===== config.mk =====
export PLATFORM = sky130hd
export DESIGN_NAME = clk_rst_sequencer
export DESIGN_NICKNAME = d
export VERILOG_FILES = /design/src/rtl/clk_seq_pkg.sv /design/src/rtl/sync_2ff.sv /design/src/rtl/clk_rst_sequencer.sv
export SDC_FILE = /design/constraint.sdc
export NUM_CORES = 1
export LEC_CHECK = 0
export ABC_CLOCK_PERIOD_IN_PS = 5500
export CORE_ASPECT_RATIO = 1.4
export CORE_MARGIN = 2
export CORE_UTILIZATION = 60
export DETAILED_ROUTE_END_ITERATION = 6
export PLACE_DENSITY = 0.83
export RECOVER_POWER = 100
export SLEW_MARGIN = 20
export SYNTH_ARGS = -nofsm -noshare
export SYNTH_HDL_FRONTEND = slang
export SYNTH_SLANG_ARGS = --single-unit

===== constraint.sdc =====
create_clock -name SYS_CLK -period 5.5 [get_ports SYS_CLK]
set_input_delay 0.55 -clock SYS_CLK [delete_from_list [all_inputs] [get_ports SYS_CLK]]
set_output_delay 0.55 -clock SYS_CLK [all_outputs]
set_load 0.03 [all_outputs]

===== src/rtl/clk_seq_pkg.sv =====
// Shared definitions for the clock/reset sequencer:
// state encoding and a constant clog2 helper.
package clk_seq_pkg;

  localparam logic [2:0] PLL_RST   = 3'd0;
  localparam logic [2:0] WAIT_LOCK = 3'd1;
  localparam logic [2:0] STABLE    = 3'd2;
  localparam logic [2:0] RST_HOLD  = 3'd3;
  localparam logic [2:0] DAC_WAIT  = 3'd4;
  localparam logic [2:0] RUN       = 3'd5;
  localparam logic [2:0] LOST      = 3'd6;

  function automatic int clog2(input int v);
    int r;
    r = 0;
    for (int i = 0; i < 31; i++)
      if ((1 << i) < v)
        r = i + 1;
    return r;
  endfunction

endpackage


===== src/rtl/sync_2ff.sv =====
// Two-flop synchronizer for slow level signals
// crossing into the local clock domain.
module sync_2ff #(
  parameter int W = 1
) (
  input  logic         clk,
  input  logic         rst_n,
  input  logic [W-1:0] d,
  output logic [W-1:0] q
);

  logic [W-1:0] s1;

  always_ff @(posedge clk or negedge rst_n) begin
    if (!rst_n) begin
      s1 <= '0;
      q  <= '0;
    end else begin
      s1 <= d;
      q  <= s1;
    end
  end

endmodule


===== src/rtl/clk_rst_sequencer.sv =====
// Power-up / recovery sequencer: MMCM reset, lock
// qualification, datapath reset release, DAC clock enable.
module clk_rst_sequencer
  import clk_seq_pkg::*;
#(
  parameter int PLL_RST_CYCLES     = 16,
  parameter int LOCK_TIMEOUT       = 1048576,
  parameter int LOCK_STABLE_CYCLES = 1024,
  parameter int RST_RELEASE_CYCLES = 64,
  parameter int DAC_EN_DELAY       = 64,
  parameter int CNT_W              = 8
) (
  input  logic             SYS_CLK,
  input  logic             A_GLB_RST_N,
  input  logic             LOCKED,
  input  logic             SOFT_RST,
  output logic             MMCM_RST,
  output logic             DP_RST_N,
  output logic             DAC_CLK_ENABLE,
  output logic             READY,
  output logic [2:0]       STATE,
  output logic [CNT_W-1:0] LOCK_LOSS_CNT
);

  localparam int M1 =
    (PLL_RST_CYCLES > LOCK_TIMEOUT) ?
    PLL_RST_CYCLES : LOCK_TIMEOUT;
  localparam int M2 =
    (LOCK_STABLE_CYCLES > RST_RELEASE_CYCLES) ?
    LOCK_STABLE_CYCLES : RST_RELEASE_CYCLES;
  localparam int M3 = (M1 > M2) ? M1 : M2;
  localparam int MX = (M3 > DAC_EN_DELAY) ? M3 : DAC_EN_DELAY;
  localparam int CW = (clog2(MX) < 1) ? 1 : clog2(MX);

  localparam logic [CW-1:0] PLL_LAST = CW'(PLL_RST_CYCLES - 1);
  localparam logic [CW-1:0] TO_LAST  = CW'(LOCK_TIMEOUT - 1);
  localparam logic [CW-1:0] STB_LAST = CW'(LOCK_STABLE_CYCLES - 1);
  localparam logic [CW-1:0] RH_LAST  = CW'(RST_RELEASE_CYCLES - 1);
  localparam logic [CW-1:0] DAC_LAST = CW'(DAC_EN_DELAY - 1);

  logic          lock_s;
  logic [2:0]    state;
  logic [2:0]    nxt;
  logic [CW-1:0] cnt;
  logic          restart;

  sync_2ff #(
    .W(1)
  ) u_lock_sync (
    .clk  (SYS_CLK),
    .rst_n(A_GLB_RST_N),
    .d    (LOCKED),
    .q    (lock_s)
  );

  always_comb begin
    nxt = state;
    if (SOFT_RST) begin
      nxt = PLL_RST;
    end else begin
      unique case (state)
        PLL_RST:
          if (cnt == PLL_LAST) nxt = WAIT_LOCK;
        WAIT_LOCK:
          if (lock_s)               nxt = STABLE;
          else if (cnt == TO_LAST)  nxt = PLL_RST;
        STABLE:
          if (!lock_s)              nxt = WAIT_LOCK;
          else if (cnt == STB_LAST) nxt = RST_HOLD;
        RST_HOLD:
          if (!lock_s)              nxt = LOST;
          else if (cnt == RH_LAST)  nxt = DAC_WAIT;
        DAC_WAIT:
          if (!lock_s)              nxt = LOST;
          else if (cnt == DAC_LAST) nxt = RUN;
        RUN:
          if (!lock_s)              nxt = LOST;
        default:
          nxt = PLL_RST;
      endcase
    end
  end

  // A soft restart from PLL_RST must still give a full pulse.
  assign restart = SOFT_RST || (nxt != state);

  always_ff @(posedge SYS_CLK or negedge A_GLB_RST_N) begin
    if (!A_GLB_RST_N) begin
      state          <= PLL_RST;
      cnt            <= '0;
      MMCM_RST       <= 1'b1;
      DP_RST_N       <= 1'b0;
      DAC_CLK_ENABLE <= 1'b0;
      READY          <= 1'b0;
      LOCK_LOSS_CNT  <= '0;
    end else begin
      state          <= nxt;
      MMCM_RST       <= (nxt == PLL_RST);
      DP_RST_N       <= (nxt == DAC_WAIT) || (nxt == RUN);
      DAC_CLK_ENABLE <= (nxt == RUN);
      READY          <= (nxt == RUN);
      if (restart)
        cnt <= '0;
      else if (cnt != '1)
        cnt <= cnt + 1'b1;
      if (nxt == LOST && state != LOST &&
          LOCK_LOSS_CNT != {CNT_W{1'b1}})
        LOCK_LOSS_CNT <= LOCK_LOSS_CNT + 1'b1;
    end
  end

  assign STATE = state;

endmodule


# Yosys cells after proc, flatten, opt, wreduce, memory -nomap -nowiden
# Index checks and enable logic that the tools add are counted.
# totals
ff_bits,36
# op_classes
addsub,2
eq_ne,16
muxes,14
reduce_logical,7
# op_table
operator,count
two-way mux 20 bit,2
two-way mux 3 bit,11
adder 20 x 1 -> 20 bit (second input constant),1
== test 20 x 10 -> 1 bit (second input constant),1
== test 20 bit (second input constant),1
== test 20 x 4 -> 1 bit (second input constant),1
== test 20 x 6 -> 1 bit (second input constant),1
!= test 20 bit (second input constant),1
one-hot mux 3 bit (6 select lines),1
== test 3 bit (second input constant),5
adder 8 x 1 -> 8 bit (second input constant),1
!= test 8 bit (second input constant),1
== test 3 x 2 -> 1 bit (second input constant),2
logical NOT 3 bit,2
== test 3 x 1 -> 1 bit (second input constant),1
!= test 3 bit,1
!= test 3 bit (second input constant),1
logical AND 1 bit,2
logical OR 1 bit,2
nonzero test 2 bit,1

# Longest topological paths before layout
# Gate-level depths: netlist (run 1).
# logic_depth
ltp_word,8
ltp_mapped,9
mapped_depth_nobuf,7

# Modules after synthesis
# Synthesis (run 1) repeated with hierarchy kept, for this count alone.
# hier_totals
hier_cells,185
hier_area_um2,1933.1
# by_module_without_submodules
mod,instances,cells_each,area_per_inst_um2,seq_area_each_um2
clk_rst_sequencer,1,183,1883.1,852.1
sync_2ff,1,2,50.0,50.0

# Worst setup path after synthesis (run 1)
# Ideal clock, no wire load.
# synth_path
path_type,register to register
from,register state[2] (netlist: STATE[2])
to,register cnt[6]
setup_time_ns,0.131
arrival_time_ns,2.061
path_slack_ns,3.308
path_stages_with_launch,8
path_buffers,1
cell_sequence,dfrtp_1 and2b_1 or3b_1 o31a_1 o221ai_2 mux2i_1 buf_6 a211oi_2
# synth_between
elab_chain_cells,7
word_cells_on_any_way,22
cone_classes,eq/ne: 6; mux: 13; reduce/logical: 3
# synth_lines
item,line_no,source
"start, declared",clk_rst_sequencer.sv:42,logic [2:0] state;
"start signal, assigned",clk_rst_sequencer.sv:97,state <= nxt;
"two-way mux 3 bit, on equally long branches (2 in a row)",--,
one-hot mux 3 bit (6 select lines),clk_rst_sequencer.sv:61,unique case (state)
two-way mux 3 bit,clk_rst_sequencer.sv:58,if (SOFT_RST) begin
!= test 3 bit *,clk_rst_sequencer.sv:85,assign restart = SOFT_RST || (nxt != state);
logical OR 1 bit *,clk_rst_sequencer.sv:85,
two-way mux 20 bit or nonzero test 2 bit (tied branches),--,
"end signal, assigned",clk_rst_sequencer.sv:105,cnt <= cnt + 1'b1;
"end, declared",clk_rst_sequencer.sv:44,logic [CW-1:0] cnt;
# Every way passes the cells marked *; elsewhere a longest branch is shown, timed or not.
# A chain may end at the register's enable or synchronous reset.

# Worst setup path in the final report (run 1)
# layout_path
from,register cnt[10]
to,register cnt[16]
# layout_between
elab_chain_cells,8
word_cells_on_any_way,22
cone_classes,add/sub: 1; eq/ne: 6; mux: 13; reduce/logical: 2
# layout_lines
item,line_no
"== test 20 x 6 -> 1 bit, or another cell as far along","clk_rst_sequencer.sv:72, clk_rst_sequencer.sv:75"
"two-way mux 3 bit, on equally long branches (2 in a row)",--
one-hot mux 3 bit (6 select lines),clk_rst_sequencer.sv:61
two-way mux 3 bit,clk_rst_sequencer.sv:58
!= test 3 bit,clk_rst_sequencer.sv:85
logical OR 1 bit,clk_rst_sequencer.sv:85
two-way mux 20 bit or nonzero test 2 bit (tied branches),--
# Parallel ways exist; a longest one is shown, timed or not. The select of a mux whose other input is x is not followed.

==> impl_results.md, run 1 <==
- Die width: around 52 µm
- Synth area leader: dfrtp_1
- Fin. max-slew vios: 37
- Slew of the pin with the lowest slew margin: between 1.5 and 2 ns
- Placer congestion estimate: 0.811
- DRC viols: 0
- Crit end category: register
- DPL Wire Length: ~2900 µm
- WL/cell: approximately 16 µm
- Arrival @ worst endpoint: about 3.3 ns
- DP Worst Slack: 3.01 ns
- Setup violators final: 0
- Kind of critical path: register to register
- CTS clk-pin slew, worst paths: 0.07 ns
- Crit path largest cell delay: 0.71 ns
- Async set or reset register ratio after synthesis: between 90% and 100%
- Req. time, crit path: ~5.6 ns
- Post CTS Setup Buffer Count: 0
- Setup TNS: 0 ns
- Metal3 WL: between 200 and 250 µm
- Clock Latency Late Sink: 0.29 ns
- Commonest cells after routing, fill and taps aside: dfrtp_1 (35), nor2_1 (23), nand2_1 (19), dlygate4sd3_1 (17), nor3_1 (11)
- Failing checks: capacitance limit, slew limit
- RSZ-0062 raised after global routing: no
- Via count: 1,587
- Mapped Nets: between 200 and 250
- First-pass GRT wire length: approximately 7000 µm
- Area delta synth->final: 13.1%
- Wl on met1: 1630 µm
- GRT Total Usage: 25.6%
- # diodes: 0
- Worst rel slew slack: -24.1%
- Top sig layer: met4
- PD cells: 254 mW/mm²
- Flops & latches, synth: 36
- Peak supply drop: approximately 0.19 mV
- Initial antenna violation count: 0
- DIE HEIGHT: 71.6 µm
- Setup slack after layout: between 2 and 2.5 ns
- Reg2reg setup slack: around 2.3 ns
- Synthesized area: just under 0.002 mm²
- Die Area: 0.00375 mm²
- Run status: finished, violations left
- Commonest non-fill, non-tap cell in the layout: dfrtp_1
- Pin count of the biggest net entering global routing: 37
- Clock Tree Root: clkbuf_8
- Routed Antenna Nets: 0
- Critical-path maximum fanout: 20
- Synth warnings: 0
- Power, Total: around 0.00056 W
- Clock sink count: 36
- Placeable Area: 0.00312 mm²
- Fin crit period: around 3.2 ns
- Crit path max-delay cell type: clkbuf_1
- Initial Util: a little over three fifths
- Final hold violation count: 0
- Vias in the first global route: roughly 1.6k
- Worst Skew: 0.00643 ns
- CP Launch Type: register
- Top post-synthesis cells by area: dfrtp_1 (45%), nor2_1 (4.4%), xnor2_1 (4.0%), xor2_1 (4.0%), nand2_1 (3.6%)
- Top FF cell, synth: dfrtp_1
- Routed wire length: between 4000 and 5000 µm
- Met2 wire len: around 2300 µm
- Resized Gates After CTS: 0
- Hold/Removal Path Class: register to register
- Nets: about 220
- Htree depth: 2
- Worst-path cell chain: nor4_1 -> nand4_1 -> o31ai_1 -> o221ai_1 -> mux2i_2 -> clkbuf_1 -> nor3_1
- Leak: 0.970 nW
- CTS Hold Bufs: 0
- Post-synth cell types: 45
- Final worst-path cycle share: ~58%
- Std cell rows: 24
- Buffers on Ports: 18
- Synthesized area per cell: a little under 10 µm²
- Number of flops mapped to enable cells by yosys: 0
- Post-synthesis sequential area ratio: around 46%
- Grt total ovfl: 0
- Pre-antenna DRT Iters: 4
- Yosys top cell area share: around 45%
- Iter 0 DRT Violations: 45
- Max Fclk: about 310 MHz
- Via/cell ratio: slightly above 6
- Max Cap Viol: 1
- CTS tree: yes
- Share of layout cells above drive strength 1: ~5.5%
- Syn Inst Count: between 200 and 250
- # IOs: 19
- Cts bufs inserted: 5
- Clk buf depth: 2
- Cells after DPL: 250
- Final cell count without fillers: ~260
report_power, final:
part	switching [W]	internal, W	total, W
Sequential	0.00000679	0.000270	0.000277
Combinational	0.0000189	0.0000101	0.0000290
Clock	0.0000968	0.000160	0.000257
Total	0.000123	0.000440	0.000562
stage by stage:
step | hold slack (ns) | util [%] | instance area (µm²)
5_1_grt | 0.371 | 71.0 | 2220
2_1_floorplan | 0.254 | - | 1960
3_5_place_dp | 0.340 | 68.3 | 2130
3_3_place_gp | 0.339 | 68.3 | 2130
4_1_cts | 0.358 | 72.4 | 2260
6_report | 0.354 | 71.0 | 2220
synthesized netlist by cell type (5+ instances only):
cell	instances
nor4_1	5
nand4_1	5
and4_1	5
a21oi_1	7
nor2_1	23
nand3_1	10
dfrtp_1	35
buf_2	5
xor2_1	9
nor3_1	8
xnor2_1	9
nand2_1	19
flip-flops by register name, summed over array words and instances, names as in the netlist:
name	count
u_lock_sync.q	1
LOCK_LOSS_CNT	8
DP_RST_N	1
MMCM_RST	1
READY	1
STATE	3
u_lock_sync.s1	1
cnt	20
final cells by class:
type	instances	area (µm²)
Multi-Input combinational cell	152	941
Fill cell	246	906
Sequential cell	36	902
Timing Repair Buffer	20	188
Clock buffer	7	96.3
Tap cell	39	48.8
Clock inverter	1	30.0
Inverter	3	11.3
worst max-delay path: cells and delay by family (launching register included):
kind | cells | cell delay, ns
compound gates | 2 | 0.67
flops | 1 | 0.45
buf+inv | 1 | 0.71
simple gates | 3 | 0.96
mux | 1 | 0.23
worst paths after layout:
check / startpoint / to / cells after the start
setup / recovery: cnt[10] / cnt[16] / 7
hold / removal: u_lock_sync.s1 / u_lock_sync.q / 0
setup reg to reg: cnt[10] / cnt[16] / 7
hold reg to reg: u_lock_sync.s1 / u_lock_sync.q / 0
max in group asynchronous: A_GLB_RST_N / cnt[19] / 2
min in group asynchronous: A_GLB_RST_N / cnt[13] / 2
per-layer routing:
layer	track usage, %	up-vias
li1	-	749
met1	30.9	798
met2	43.9	35
met3	6.04	5
met4	9.12	0
met5	0	-
cells by family after synthesis:
logic type	Yosys count	synth area share, %
xor+xnor	18	8.04
buf+inv	16	4.34
compound gates	30	11.9
flops	36	46.0
simple gates	99	26.9
mux	1	0.511
fa+ha+maj	4	2.30
No activity file was read; power rests on OpenSTA's default activity.
==> run 2: changes to the inputs <==
- ABC_CLOCK_PERIOD_IN_PS: 5500 -> 2800
- CORE_UTILIZATION: 60 -> 51
- PLACE_DENSITY: 0.83 -> 0.75
- clock period: 5.5 -> 2.8 ns (I/O delays scaled with it)
==> impl_results.md, run 2 (synthesis results as in run 1) <==
- Initial Util: 53.3% (-9.4 points)
- Commonest non-fill, non-tap cell in the layout: dfrtp_1
- Crit end category: register
- Crit path max-delay cell type: dfrtp_1
- GRT Total Usage: 20.1% (-5.6 points)
- Reg with most FFs: cnt
- Worst setup startpoint: STATE[1]
- Clk buf depth: 2 (unchanged)
- Worst path buffer plus inverter count: 1 (unchanged)
- Worst-path cell chain: and2b_1 -> or3b_1 -> o31a_1 -> o221ai_2 -> mux2i_2 -> buf_4 -> nor3_1
- Routed Antenna Nets: 0 (unchanged)
- Routed wire length: 3900 µm (-6.7%)
- Max reg flops: 20 (unchanged)
- Final hold violation count: 0 (unchanged)
- Slew of the pin with the lowest slew margin: 1.90 ns (+0.0402 ns)
- Initial antenna violation count: 0 (unchanged)
- Die width: 56.4 µm (+7.8%)
- Worst Skew: 0.00434 ns (-0.00209 ns)
- Failing checks: capacitance limit, slew limit
- CP Launch Type: register
- Fillers: 322 (+31%)
- DRC viols: 0 (unchanged)
- RSZ-0062 raised after global routing: no
- Crit-path leading delay family: simple AND/OR/NAND/NOR gates
- Setup violators final: 0 (unchanged)
- Final worst-path cycle share: 86.3% (+28 points)
- Peak supply drop: 0.493 mV (+160%)
- Critical-path maximum fanout: 20 (unchanged)
- PD cells: 549 mW/mm² (+120%)
- Std cell rows: 26 (+8.3%)
- Hold Startpoint: u_lock_sync.s1
- Pre-antenna DRT Iters: 4 (unchanged)
- Resized Gates After CTS: 0 (unchanged)
- Crit path largest cell delay: 0.56 ns (-0.15 ns)
- Max Fclk: 414 MHz (+32%)
- Share of layout cells above drive strength 1: 6.39% (+0.91 points)
- Buffers on Ports: 18 (unchanged)
- Final Core Density: 61.4% (-9.6 points)
- Placeable Area: 0.00368 mm² (+18%)
- Worst r2r src: STATE[1]
- Clock Tree Root: clkbuf_8
- CTS clk-pin slew, worst paths: 0.07 ns (about the same)
- Pin count of the biggest net entering global routing: 37 (unchanged)
- Setup TNS: 0 ns (unchanged)
- Post CTS Setup Buffer Count: 0 (unchanged)
- # IOs: 19 (unchanged)
- Iter 0 DRT Violations: 32 (-29%)
- Fin. max-slew vios: 37 (unchanged)
- CTS tree: yes
- Via/cell ratio: 5.91 (-4.0%)
- Nets: 224 (unchanged)
- WL/cell: 14.9 µm (-7.7%)
- Fin crit period: 2.42 ns (-0.770 ns)
- Worst hold slack: 0.353 ns (-0.000596 ns)
- Placer congestion estimate: 0.826 (+1.9%)
- Clock Latency Late Sink: 0.29 ns (about the same)
- Max Cap Viol: 1 (unchanged)
- DIE HEIGHT: 77.4 µm (+8.0%)
- Cts bufs inserted: 5 (unchanged)
- Die Area: 0.00436 mm² (+16%)
- DPL Wire Length: 2690 µm (-7.4%)
- Clock sink count: 36 (unchanged)
- Arrival @ worst endpoint: 2.58 ns (-0.74 ns)
- Hold/Removal Path Class: register to register
- Run status: finished, violations left
- CTS Hold Bufs: 0 (unchanged)
- Htree depth: 2 (unchanged)
- Req. time, crit path: 2.96 ns (-2.68 ns)
- Via count: 1,542 (-2.8%)
- First-pass GRT wire length: 6890 µm (-4.5%)
- Vias in the first global route: 1,554 (-1.5%)
- Area delta synth->final: 15.1%
- Grt total ovfl: 0 (unchanged)
- Leak: 0.986 nW (+1.7%)
- Commonest cells after routing, fill and taps aside: dfrtp_1 (35), nor2_1 (23), nand2_1 (19), dlygate4sd3_1 (16), nor3_1 (12)
- Worst rel slew slack: -26.8% (-2.7 points)
- # diodes: 0 (unchanged)
- Kind of critical path: register to register
[run 2: cell types whose count changed in the layout (fill, tap and decap cells not counted)]
cell	before	now
o221ai_2	0	1
clkbuf_1	2	1
nor3_1	11	12
buf_4	0	2
clkbuf_8	7	5
nor3_2	1	0
dlygate4sd3_1	17	16
bufinv_16	1	3
o221ai_1	1	0
[run 2: per-stage QoR]
| step | setup WS [ns] | std cells | area (µm²) | power [W] |
|---|---|---|---|---|
| floorplan | 0.608 | 204 | 1960 | 0.000584 |
| global placement | 0.408 | 253 | 2130 | 0.000611 |
| detailed placement | 0.365 | 253 | 2130 | 0.000613 |
| CTS | 0.354 | 261 | 2290 | 0.00125 |
| global route | 0.224 | 261 | 2260 | 0.00128 |
| finish | 0.384 | 261 | 2260 | 0.00124 |
[run 2: where the power goes]
part           internal [W]  leakage [nW]  switching [W]
Sequential         0.000530         0.483      0.0000123
Combinational     0.0000193         0.425      0.0000362
Clock              0.000446        0.0784       0.000195
Total              0.000995         0.986       0.000243
[run 2: layout make-up]
type	instances	area [µm²]	area share, %
Timing Repair Buffer	20	189	8.37
Multi-Input combinational cell	152	942	41.8
Sequential cell	36	902	40.0
Inverter	3	11.3	0.499
Tap cell	42	52.6	2.33
Clock buffer	5	68.8	3.05
Clock inverter	3	90.1	3.99
[run 2: metal layers]
layer	vias to the layer above	global-route usage [%]	share of wire, %
met5	-	0	0
met4	0	9.52	1.9
met3	6	4.17	3.6
met2	33	33.6	50
met1	754	24.4	44
li1	749	-	-
[run 2: path summary, 6_finish.rpt]
| path | endpoint | slack, ns | cells after the start |
|---|---|---|---|
| worst min register to register | u_lock_sync.q | 0.35 | 0 |
| min in group asynchronous | cnt[2] | 0.50 | 1 |
| worst max-delay path | cnt[7] | 0.38 | 7 |
| max in group asynchronous | cnt[16] | 1.20 | 1 |
| worst min-delay path | u_lock_sync.q | 0.35 | 0 |
| worst max register to register | cnt[7] | 0.38 | 7 |
[run 2: worst reg2reg max path, delay by kind of cell (launching register included)]
kind | cells | cell delay [ns]
AO/OA/AOI/OAI | 2 | 0.51
AND/OR/NAND/NOR | 3 | 0.72
buffers and inverters | 1 | 0.27
multiplexers | 1 | 0.23
flip-flops | 1 | 0.56
==> run 3: changes to the inputs <==
- SETUP_SLACK_MARGIN: not set -> 0.02
==> results of run 3 <==
Final layout, timing and power as in run 2 (identical DEF).
